## config.mk

```make
export PLATFORM = sky130hd
export DESIGN_NAME = rv_decode_stage
export DESIGN_NICKNAME = d
export VERILOG_FILES = /design/src/rtl/rv_dec_pkg.sv /design/src/rtl/rv32_dec_core.sv /design/src/rtl/rv_decode_stage.sv
export SDC_FILE = /design/constraint.sdc
export NUM_CORES = 1
export LEC_CHECK = 0
export CAP_MARGIN = 20
export CELL_PAD_IN_SITES_DETAIL_PLACEMENT = 0
export CELL_PAD_IN_SITES_GLOBAL_PLACEMENT = 1
export CORE_MARGIN = 1
export CORE_UTILIZATION = 25
export DETAILED_ROUTE_END_ITERATION = 10
export DONT_BUFFER_PORTS = 1
export PLACE_DENSITY_LB_ADDON = 0.1
export SYNTH_ARGS = -nofsm -noshare
export SYNTH_HDL_FRONTEND = slang
export SYNTH_HIERARCHICAL = 1
export SYNTH_SLANG_ARGS = --single-unit
export TNS_END_PERCENT = 50
```

## constraint.sdc

```tcl
create_clock -name clk -period 2.24 [get_ports clk]
set_input_delay 0.448 -clock clk [delete_from_list [all_inputs] [get_ports clk]]
set_output_delay 0.448 -clock clk [all_outputs]
set_load 0.02 [all_outputs]
```

## src/rtl/rv_dec_pkg.sv

```systemverilog
// Shared RV32I decode definitions: opcodes, funct fields, ALU op codes,
// the immediate-format enum and the decoded control bundle.
package rv_dec_pkg;

  localparam logic [6:0] OPC_LUI      = 7'b0110111;
  localparam logic [6:0] OPC_AUIPC    = 7'b0010111;
  localparam logic [6:0] OPC_JAL      = 7'b1101111;
  localparam logic [6:0] OPC_JALR     = 7'b1100111;
  localparam logic [6:0] OPC_BRANCH   = 7'b1100011;
  localparam logic [6:0] OPC_LOAD     = 7'b0000011;
  localparam logic [6:0] OPC_STORE    = 7'b0100011;
  localparam logic [6:0] OPC_OP_IMM   = 7'b0010011;
  localparam logic [6:0] OPC_OP       = 7'b0110011;
  localparam logic [6:0] OPC_MISC_MEM = 7'b0001111;
  localparam logic [6:0] OPC_SYSTEM   = 7'b1110011;

  localparam logic [2:0] F3_ADD_SUB = 3'b000;
  localparam logic [2:0] F3_SLL     = 3'b001;
  localparam logic [2:0] F3_SLT     = 3'b010;
  localparam logic [2:0] F3_SLTU    = 3'b011;
  localparam logic [2:0] F3_XOR     = 3'b100;
  localparam logic [2:0] F3_SRL_SRA = 3'b101;
  localparam logic [2:0] F3_OR      = 3'b110;
  localparam logic [2:0] F3_AND     = 3'b111;

  localparam logic [6:0] F7_BASE   = 7'b0000000;
  localparam logic [6:0] F7_ALT    = 7'b0100000;
  localparam logic [6:0] F7_MULDIV = 7'b0000001;

  localparam logic [4:0] ALU_ADD    = 5'd0;
  localparam logic [4:0] ALU_SUB    = 5'd1;
  localparam logic [4:0] ALU_SLL    = 5'd2;
  localparam logic [4:0] ALU_SLT    = 5'd3;
  localparam logic [4:0] ALU_SLTU   = 5'd4;
  localparam logic [4:0] ALU_XOR    = 5'd5;
  localparam logic [4:0] ALU_SRL    = 5'd6;
  localparam logic [4:0] ALU_SRA    = 5'd7;
  localparam logic [4:0] ALU_OR     = 5'd8;
  localparam logic [4:0] ALU_AND    = 5'd9;
  localparam logic [4:0] ALU_PASS_B = 5'd10;
  localparam logic [4:0] ALU_MUL    = 5'd16;

  typedef enum logic [2:0] {
    IMM_NONE, IMM_I, IMM_S, IMM_B, IMM_U, IMM_J
  } imm_fmt_e;

  typedef struct packed {
    logic [4:0]  rd;
    logic [4:0]  rs1;
    logic [4:0]  rs2;
    logic        rd_we;
    logic        rs1_used;
    logic        rs2_used;
    logic [31:0] imm;
    logic [4:0]  alu_op;
    logic        is_load;
    logic        is_store;
    logic        is_branch;
    logic        is_jump;
    logic        is_muldiv;
    logic [1:0]  mem_size;
    logic        mem_unsigned;
    logic        illegal;
  } dec_bundle_t;

  function automatic logic [31:0] imm_gen(input logic [31:0] i, input imm_fmt_e fmt);
    case (fmt)
      IMM_I:   imm_gen = {{20{i[31]}}, i[31:20]};
      IMM_S:   imm_gen = {{20{i[31]}}, i[31:25], i[11:7]};
      IMM_B:   imm_gen = {{19{i[31]}}, i[31], i[7], i[30:25], i[11:8], 1'b0};
      IMM_U:   imm_gen = {i[31:12], 12'b0};
      IMM_J:   imm_gen = {{11{i[31]}}, i[31], i[19:12], i[20], i[30:21], 1'b0};
      default: imm_gen = 32'b0;
    endcase
  endfunction

  // Base-ISA ALU op selected by funct3 alone (funct7 alternates handled by caller).
  function automatic logic [4:0] alu_from_f3(input logic [2:0] f3);
    case (f3)
      F3_ADD_SUB: alu_from_f3 = ALU_ADD;
      F3_SLL:     alu_from_f3 = ALU_SLL;
      F3_SLT:     alu_from_f3 = ALU_SLT;
      F3_SLTU:    alu_from_f3 = ALU_SLTU;
      F3_XOR:     alu_from_f3 = ALU_XOR;
      F3_SRL_SRA: alu_from_f3 = ALU_SRL;
      F3_OR:      alu_from_f3 = ALU_OR;
      default:    alu_from_f3 = ALU_AND;
    endcase
  endfunction

endpackage

```

## src/rtl/rv32_dec_core.sv

```systemverilog
// Combinational RV32I instruction-word decoder.
// DEC_RV32M_EN enables decode of the RV32M multiply/divide group.
module rv32_dec_core
  import rv_dec_pkg::*;
(
  input  logic [31:0]  inst,
  output dec_bundle_t  dec
);

  logic [6:0] opcode;
  logic [2:0] f3;
  logic [6:0] f7;
  imm_fmt_e   fmt;
  logic       ill;
  logic       use_rd;

  assign opcode = inst[6:0];
  assign f3     = inst[14:12];
  assign f7     = inst[31:25];

  always_comb begin
    // NOTE: every variable gets a default here so no path through the case infers a latch.
    dec    = '0;
    fmt    = IMM_NONE;
    ill    = 1'b0;
    use_rd = 1'b0;
    // Opcode constants all end in 2'b11, so compressed encodings fall to default.
    case (opcode)
      OPC_LUI:   begin use_rd = 1'b1; fmt = IMM_U; dec.alu_op = ALU_PASS_B; end
      OPC_AUIPC: begin use_rd = 1'b1; fmt = IMM_U; dec.alu_op = ALU_ADD; end
      OPC_JAL:   begin use_rd = 1'b1; fmt = IMM_J; dec.is_jump = 1'b1; end
      OPC_JALR: begin
        use_rd = 1'b1; fmt = IMM_I; dec.rs1_used = 1'b1; dec.is_jump = 1'b1;
      end
      OPC_BRANCH: begin
        fmt = IMM_B; dec.rs1_used = 1'b1; dec.rs2_used = 1'b1; dec.is_branch = 1'b1;
        ill = (f3 == 3'b010) || (f3 == 3'b011);
        dec.alu_op = (f3[2] == 1'b0) ? ALU_SUB : (f3[1] ? ALU_SLTU : ALU_SLT);
      end
      OPC_LOAD: begin
        use_rd = 1'b1; fmt = IMM_I; dec.rs1_used = 1'b1; dec.is_load = 1'b1;
        dec.mem_size = f3[1:0]; dec.mem_unsigned = f3[2];
        ill = (f3[1:0] == 2'b11) || (f3 == 3'b110);
      end
      OPC_STORE: begin
        fmt = IMM_S; dec.rs1_used = 1'b1; dec.rs2_used = 1'b1; dec.is_store = 1'b1;
        dec.mem_size = f3[1:0];
        ill = f3[2] || (f3[1:0] == 2'b11);
      end
      OPC_OP_IMM: begin
        use_rd = 1'b1; fmt = IMM_I; dec.rs1_used = 1'b1;
        dec.alu_op = alu_from_f3(f3);
        if (f3 == F3_SLL) ill = (f7 != F7_BASE);
        else if (f3 == F3_SRL_SRA) begin
          if (f7 == F7_ALT) dec.alu_op = ALU_SRA;
          else ill = (f7 != F7_BASE);
        end
      end
      OPC_OP: begin
        use_rd = 1'b1; dec.rs1_used = 1'b1; dec.rs2_used = 1'b1;
        dec.alu_op = alu_from_f3(f3);
        if (f7 == F7_ALT) begin
          if (f3 == F3_ADD_SUB) dec.alu_op = ALU_SUB;
          else if (f3 == F3_SRL_SRA) dec.alu_op = ALU_SRA;
          else ill = 1'b1;
        end else if (f7 == F7_MULDIV) begin
`ifdef DEC_RV32M_EN
          dec.alu_op    = ALU_MUL + {2'b00, f3};
          dec.is_muldiv = 1'b1;
`else
          ill = 1'b1;
`endif
        end else begin
          ill = (f7 != F7_BASE);
        end
      end
      OPC_MISC_MEM, OPC_SYSTEM: dec.alu_op = ALU_ADD;
      default: ill = 1'b1;
    endcase

    dec.imm   = imm_gen(inst, fmt);
    dec.rd    = use_rd ? inst[11:7] : 5'd0;
    dec.rs1   = dec.rs1_used ? inst[19:15] : 5'd0;
    dec.rs2   = dec.rs2_used ? inst[24:20] : 5'd0;
    dec.rd_we = use_rd && (inst[11:7] != 5'd0);

    if (ill) begin
      dec         = '0;
      dec.illegal = 1'b1;
    end
  end

endmodule

```

## src/rtl/rv_decode_stage.sv

```systemverilog
// Registered RV32I decode stage with a 2-entry (output + skid) buffer.
// DEC_RV32M_EN enables RV32M decode inside rv32_dec_core.
module rv_decode_stage
  import rv_dec_pkg::*;
#(
  parameter int PC_W     = 32,
  parameter int TAG_W    = 4,
  parameter int ALU_OP_W = 5
) (
  input  logic                clk,
  input  logic                rst,
  input  logic                flush,
  input  logic                in_valid,
  output logic                in_ready,
  input  logic [31:0]         in_inst,
  input  logic [PC_W-1:0]     in_pc,
  input  logic [TAG_W-1:0]    in_tag,
  output logic                out_valid,
  input  logic                out_ready,
  output logic [PC_W-1:0]     out_pc,
  output logic [TAG_W-1:0]    out_tag,
  output logic [4:0]          out_rd,
  output logic [4:0]          out_rs1,
  output logic [4:0]          out_rs2,
  output logic                out_rd_we,
  output logic                out_rs1_used,
  output logic                out_rs2_used,
  output logic [31:0]         out_imm,
  output logic [ALU_OP_W-1:0] out_alu_op,
  output logic                out_is_load,
  output logic                out_is_store,
  output logic                out_is_branch,
  output logic                out_is_jump,
  output logic                out_is_muldiv,
  output logic [1:0]          out_mem_size,
  output logic                out_mem_unsigned,
  output logic                out_illegal
);

  typedef struct packed {
    logic [PC_W-1:0]  pc;
    logic [TAG_W-1:0] tag;
    dec_bundle_t      dec;
  } entry_t;

  // Encoding chosen so bit 0 is out_valid and bit 1 is skid-full, both direct flops.
  localparam logic [1:0] ST_EMPTY = 2'b00;
  localparam logic [1:0] ST_FULL  = 2'b01;
  localparam logic [1:0] ST_SKID  = 2'b11;

  logic [1:0]  state;
  entry_t      out_q;
  entry_t      skid_q;
  entry_t      in_ent;
  dec_bundle_t in_dec;
  logic        accept;
  logic        deliver;

  rv32_dec_core u_dec (
    .inst (in_inst),
    .dec  (in_dec)
  );

  assign in_ent    = '{pc: in_pc, tag: in_tag, dec: in_dec};
  assign in_ready  = ~state[1];
  assign out_valid = state[0];
  assign accept    = in_valid && in_ready;
  assign deliver   = out_valid && out_ready;

  // NOTE: sequential state uses non-blocking assignments so every flop samples pre-edge values.
  always_ff @(posedge clk) begin
    if (rst) begin
      state  <= ST_EMPTY;
      out_q  <= '0;
      skid_q <= '0;
    end else if (flush) begin
      state <= ST_EMPTY;
    end else begin
      case (state)
        ST_EMPTY: if (accept) begin
          out_q <= in_ent;
          state <= ST_FULL;
        end
        ST_FULL: begin
          if (accept && !deliver) begin
            skid_q <= in_ent;
            state  <= ST_SKID;
          end else if (accept && deliver) begin
            out_q <= in_ent;
          end else if (deliver) begin
            state <= ST_EMPTY;
          end
        end
        ST_SKID: if (deliver) begin
          out_q <= skid_q;
          state <= ST_FULL;
        end
        default: state <= ST_EMPTY;
      endcase
    end
  end

  assign out_pc           = out_q.pc;
  assign out_tag          = out_q.tag;
  assign out_rd           = out_q.dec.rd;
  assign out_rs1          = out_q.dec.rs1;
  assign out_rs2          = out_q.dec.rs2;
  assign out_rd_we        = out_q.dec.rd_we;
  assign out_rs1_used     = out_q.dec.rs1_used;
  assign out_rs2_used     = out_q.dec.rs2_used;
  assign out_imm          = out_q.dec.imm;
  assign out_alu_op       = ALU_OP_W'(out_q.dec.alu_op);
  assign out_is_load      = out_q.dec.is_load;
  assign out_is_store     = out_q.dec.is_store;
  assign out_is_branch    = out_q.dec.is_branch;
  assign out_is_jump      = out_q.dec.is_jump;
  assign out_is_muldiv    = out_q.dec.is_muldiv;
  assign out_mem_size     = out_q.dec.mem_size;
  assign out_mem_unsigned = out_q.dec.mem_unsigned;
  assign out_illegal      = out_q.dec.illegal;

endmodule

```

---- Word level (Yosys, flattened, before mapping) ----
Cells that the tools add are included.
word-level totals
  word-level logic and storage cells ...... 142
  input port bits ......................... 73
  bits in latches ......................... 0
  flip-flop bits (word level) ............. 202
  memory bits (writable) .................. 0
  output and inout port bits .............. 102
  memories ................................ 0
  bits in read-only memories .............. 0
operators by class
  divide/modulo/power cells ............... 0
  bitwise operators ....................... 2
  multiply operators ...................... 0
  shift-type cells ........................ 0
  reduce and logical (&&, ||, !) cells .... 26
  add/sub/neg operators ................... 0
  eq/ne operators ......................... 33
  $lt $le $gt $ge ......................... 0
  muxes and demuxes ....................... 44
operator list
  cell                count
  $mux 100            4
  $pmux 100 s3        1
  $pmux 32 s5         1
  $mux 64             1
  $mux 5              9
  $eq 7x6->1 const B  4
  $eq 7x7->1 const B  4
  $pmux 4 s7          1
  $pmux 5 s4          1
  $eq 3x3->1 const B  5
  $mux 1              15
  $pmux 3 s5          1
  $eq 7x5->1 const B  2
  $eq 3x2->1 const B  4
  $mux 2              6
  $reduce_or 6->1     2
  $ne 2x2->1 const B  4
  $reduce_or 2->1     4
  $eq 7x1->1 const B  1
  $eq 7x2->1 const B  1
  $eq 7x4->1 const B  1
  $reduce_bool 7->1   1
  $reduce_or 7->1     1
  $eq 3x1->1 const B  2
  19 further kinds    29

---- Longest topological paths before layout ----
  depth in word-level cells ............... 10
  depth in mapped cells ................... 10
  depth with buffers taken out ............ 7

---- Hierarchy ----
The synthesis kept the hierarchy.
by module, submodules not included
  module           cells each  area an instance (sq um)  instances  sequential area each (sq um)
  rv_decode_stage  915         8480.6                    1          4043.9
  rv32_dec_core    224         1332.5                    1          0.0

---- Least setup slack after synthesis ----
OpenSTA, ideal clock, no wires.
  kind .................................... input -> register
  start point ............................. input in_inst[6]
  end point ............................... register out_q, in the netlist out_rs1_used
  buffers on the path ..................... 3
  cell stages on the path ................. 10
  setup time .............................. 0.086 ns
  arrival ................................. 2.045 ns
  required time ........................... 2.154 ns
  path slack .............................. 0.110 ns
  cell sequence ........................... clkbuf_1 > inv_1 > and3_1 > buf_6 > a32oi_1 > nand3_2 > buf_6 > nor3_2 > mux2i_1 > a211oi_1
RTL lines
  what                  line                   text
  from (decl)           rv_decode_stage.sv:15  input logic [31:0] in_inst,
  to (signal assigned)  rv_decode_stage.sv:81  out_q <= in_ent;
  to (signal assigned)  rv_decode_stage.sv:89  out_q <= in_ent;
  to (signal assigned)  rv_decode_stage.sv:95  out_q <= skid_q;
  to (decl)             rv_decode_stage.sv:52  entry_t out_q;

---- Worst setup path after layout ----
  start point ............................. register state[1]
  end point ............................... register out_q, in the netlist out_rd_we
between the ends
  cells in the longest elaborated chain, start to end .. 5
  elaborated cells between the ends (all ways) .. 14
  those cells by class .................... eq/ne: 6; mux: 1; bitwise: 1; reduce/logical: 6
RTL lines
  what                                         line                                          text
  from (decl)                                  rv_decode_stage.sv:51                         logic [1:0] state;
  from (signal assigned)                       rv_decode_stage.sv:73                         state <= ST_EMPTY;
  from (signal assigned)                       rv_decode_stage.sv:77                         state <= ST_EMPTY;
  from (signal assigned)                       rv_decode_stage.sv:82                         state <= ST_FULL;
  $not 1->1                                    rv_decode_stage.sv:65                         assign in_ready = ~state[1];
  $logic_and 1x1->1                            rv_decode_stage.sv:67                         assign accept = in_valid && in_ready;
  $logic_and 1x1->1, on equally long branches  rv_decode_stage.sv:88, rv_decode_stage.sv:85
  $ne 2x2->1 (no line)                         -
  $reduce_and 6->1 (no line)                   -
Parallel ways exist; a longest one is shown, timed or not.
A chain may end at the register's enable or synchronous reset.

==> flow_summary.json <==
{
  "status": "finished, final reports clean",
  "port_buffers": 0,
  "core-area_um2": 38600,
  "leakagePower_nw": 3.44,
  "ios": 175,
  "cts_tree": "done",
  "yosysUniqueCellTypes": 63,
  "drtIter0Drc": 352,
  "crit_arrival_ns": 2.52,
  "final_area_um2": 11600,
  "clk_pin_slew_ns": 0.06,
  "max_freq_ghz": 0.476,
  "wl_met2_um": 16500,
  "final_max_slew_viol_count": 0,
  "clock_sinks": 202,
  "cts_root_buffer": "clkbuf_16",
  "n_antenna_cell": 0,
  "synth_top_cells_by_count": "nand2_1, a21oi_1, dfxtp_1, mux2i_1, a211oi_1",
  "area_growth_pct": 18.1,
  "antenna_found_initial": 0,
  "ir_worst_vdd_uv": 489,
  "synth_top_cell_by_area": "dfxtp_1",
  "hold_depth": 2,
  "power-per-cell-area_nw_per_um2": 821,
  "design.die.area_um2": 40000,
  "synth_ff_type": "dfxtp_1",
  "drt-total-wl_um": 36000,
  "dieWidth_um": 200,
  "dr_wl_met3_um": 2710,
  "via_count": 8256,
  "yosysSeqAreaShare": 0.412,
  "period_share": 0.937,
  "yosysMostFrequentCell": "nand2_1",
  "required_ns": 2.66,
  "syn_avg_cell_area_um2": 8.62,
  "fin_skew_ns": 0.0236,
  "rows": 72,
  "end_kind": "flop",
  "relSlewSlack": 0.583,
  "fin_nets": 1215,
  "cts_buffers": 27,
  "min_period_ns": 2.10,
  "whs_ns": 0.0158,
  "setup_viol": 0,
  "cp_max_fo": 11,
  "hold_viol": 0,
  "reg2regPathDepth": 7,
  "ys_ff_latch": 202,
  "worst_slack_ns": 0.141,
  "worstSkewPairLatency_ns": 0.56,
  "h-tree-depth": 1,
  "drcViolationCount": 0,
  "power.total_mw": 9.51,
  "wl_met1_um": 16200,
  "synth_area_um2": 9810,
  "initial_core_util": 0.254,
  "globalplace.congestion": 0.766,
  "top_layer": "met4",
  "hpwl_um": 22000,
  "fillers": 4073,
  "synth_edf_count": 0,
  "synth.top_cell.area_share": 0.412,
  "postSynthCellCount": 1139,
  "post_dp_cell_area_um2": 10400,
  "grt_pass1_vias": 7992,
  "grt.total_usage": 0.170,
  "cap_violations": 0,
  "clk_path_buf_depth": 3,
  "ys_warn_count": 6,
  "synth.area.top_cells": "dfxtp_1, a21oi_1, mux2i_1, nand2_1, a211oi_2",
  "grt.overflow.total": 0,
  "rsz0062_at_grt": "false",
  "die_y_um": 200,
  "layout-drive-gt1-share": 0.160,
  "critPathLaunchType": "flop",
  "async_reset_ff_frac": 0,
  "final_antenna_net_count": 0,
  "dp.cells": 1609,
  "layout.cells.non_filler": 1671,
  "first_pass_iters": 5,
  "wl_per_cell_um": 21.6,
  "tightest_slew_ns": 0.625,
  "viasPerCell": 4.94,
  "grt_max_degree": 205,
  "grt_pass1_wl_um": 53300,
  "criticalPathCategory": "flop to flop",
  "post-place-ws_ns": -0.351,
  "worstHoldPathType": "primary input to flop"
}
==> critical path, stage by stage, from the launching register on <==
cell      delay, ns
dfxtp_1        0.44
inv_1          0.15
ha_1           0.25
a211oi_4       0.26
buf_4          0.21
and2_4         0.32
buf_4          0.25
a211oi_1       0.08
==> flip-flops by register name, indices dropped and copies added, names as in the netlist, 2 cells and up <==
signal,count
out_alu_op,5
out_imm,32
out_mem_size,2
out_pc,32
out_rd,5
out_rs1,5
out_rs2,5
out_tag,4
skid_q,100
state,2
==> final timing paths <==
path / start / endpoint / slack (ns)
min: in_pc[2] / skid_q[70]$_SDFFE_PP0P_ / 0.02
max reg2reg: state[1]$_SDFFE_PP0P_ / out_rd_we$_SDFFE_PP0P_ / 0.14
max: state[1]$_SDFFE_PP0P_ / out_rd_we$_SDFFE_PP0P_ / 0.14
min reg2reg: skid_q[29]$_SDFFE_PP0P_ / skid_q[29]$_SDFFE_PP0P_ / 0.45
==> cell usage in the layout (no fill, tap or decap), drive strengths merged, types with 10 or more instances in the layout <==
| cell type | Yosys | layout |
|---|---|---|
| dlygate4sd3 | 0 | 13 |
| nor2 | 36 | 36 |
| nand2 | 233 | 233 |
| buf | 83 | 68 |
| nand3 | 10 | 10 |
| clkbuf | 31 | 36 |
| dfxtp | 202 | 202 |
| a211oi | 101 | 101 |
| nor3 | 35 | 35 |
| mux2i | 101 | 101 |
| a21oi | 217 | 217 |
==> where the power goes <==
part	leakage, nW	switching [mW]	internal [mW]
Combinational	1.34	0.499	0.342
Clock	0.455	1.73	2.84
Sequential	1.65	0.337	3.77
==> layer usage <==
layer | up-vias | global-route usage
met5 | - | 0
met4 | 0 | 0.0374
met3 | 38 | 0.0574
met2 | 205 | 0.270
met1 | 3962 | 0.222
li1 | 4051 | -
==> kinds of logic after synthesis <==
logic type	Yosys count	synth area share
mux	102	0.104
buf+inv	121	0.0740
other cells	1	0.000382
compound gates	358	0.241
xor+xnor	2	0.00179
fa+ha+maj	4	0.00510
flops	202	0.412
simple gates	349	0.161
==> per-stage QoR <==
| step | util | TNS, ns |
|---|---|---|
| finish | 0.300 | 0 |
| global route | 0.300 | 0 |
| CTS | 0.297 | 0 |
| detailed placement | 0.270 | -9.14 |
| global placement | 0.270 | -10.68 |
| floorplan | - | 0 |
==> final cells by class <==
class	instances	area, µm²	area share
multi-input combinational	817	5100	0.440
sequential	202	4040	0.349
timing repair buffer	83	848	0.0732
clock buffer	34	762	0.0658
tap	518	648	0.0559
clock inverter	10	160	0.0138
inverter	7	26.3	0.00227
==> timing repair <==
item / CTS / global route
endpoints found under the hold margin: 120 / 1
resized for setup: 0 / 8
setup endpoints to repair: 0 / 53
hold buffers: 12 / 1
setup buffers: 0 / 3
Power figures use the tool's default switching activity.
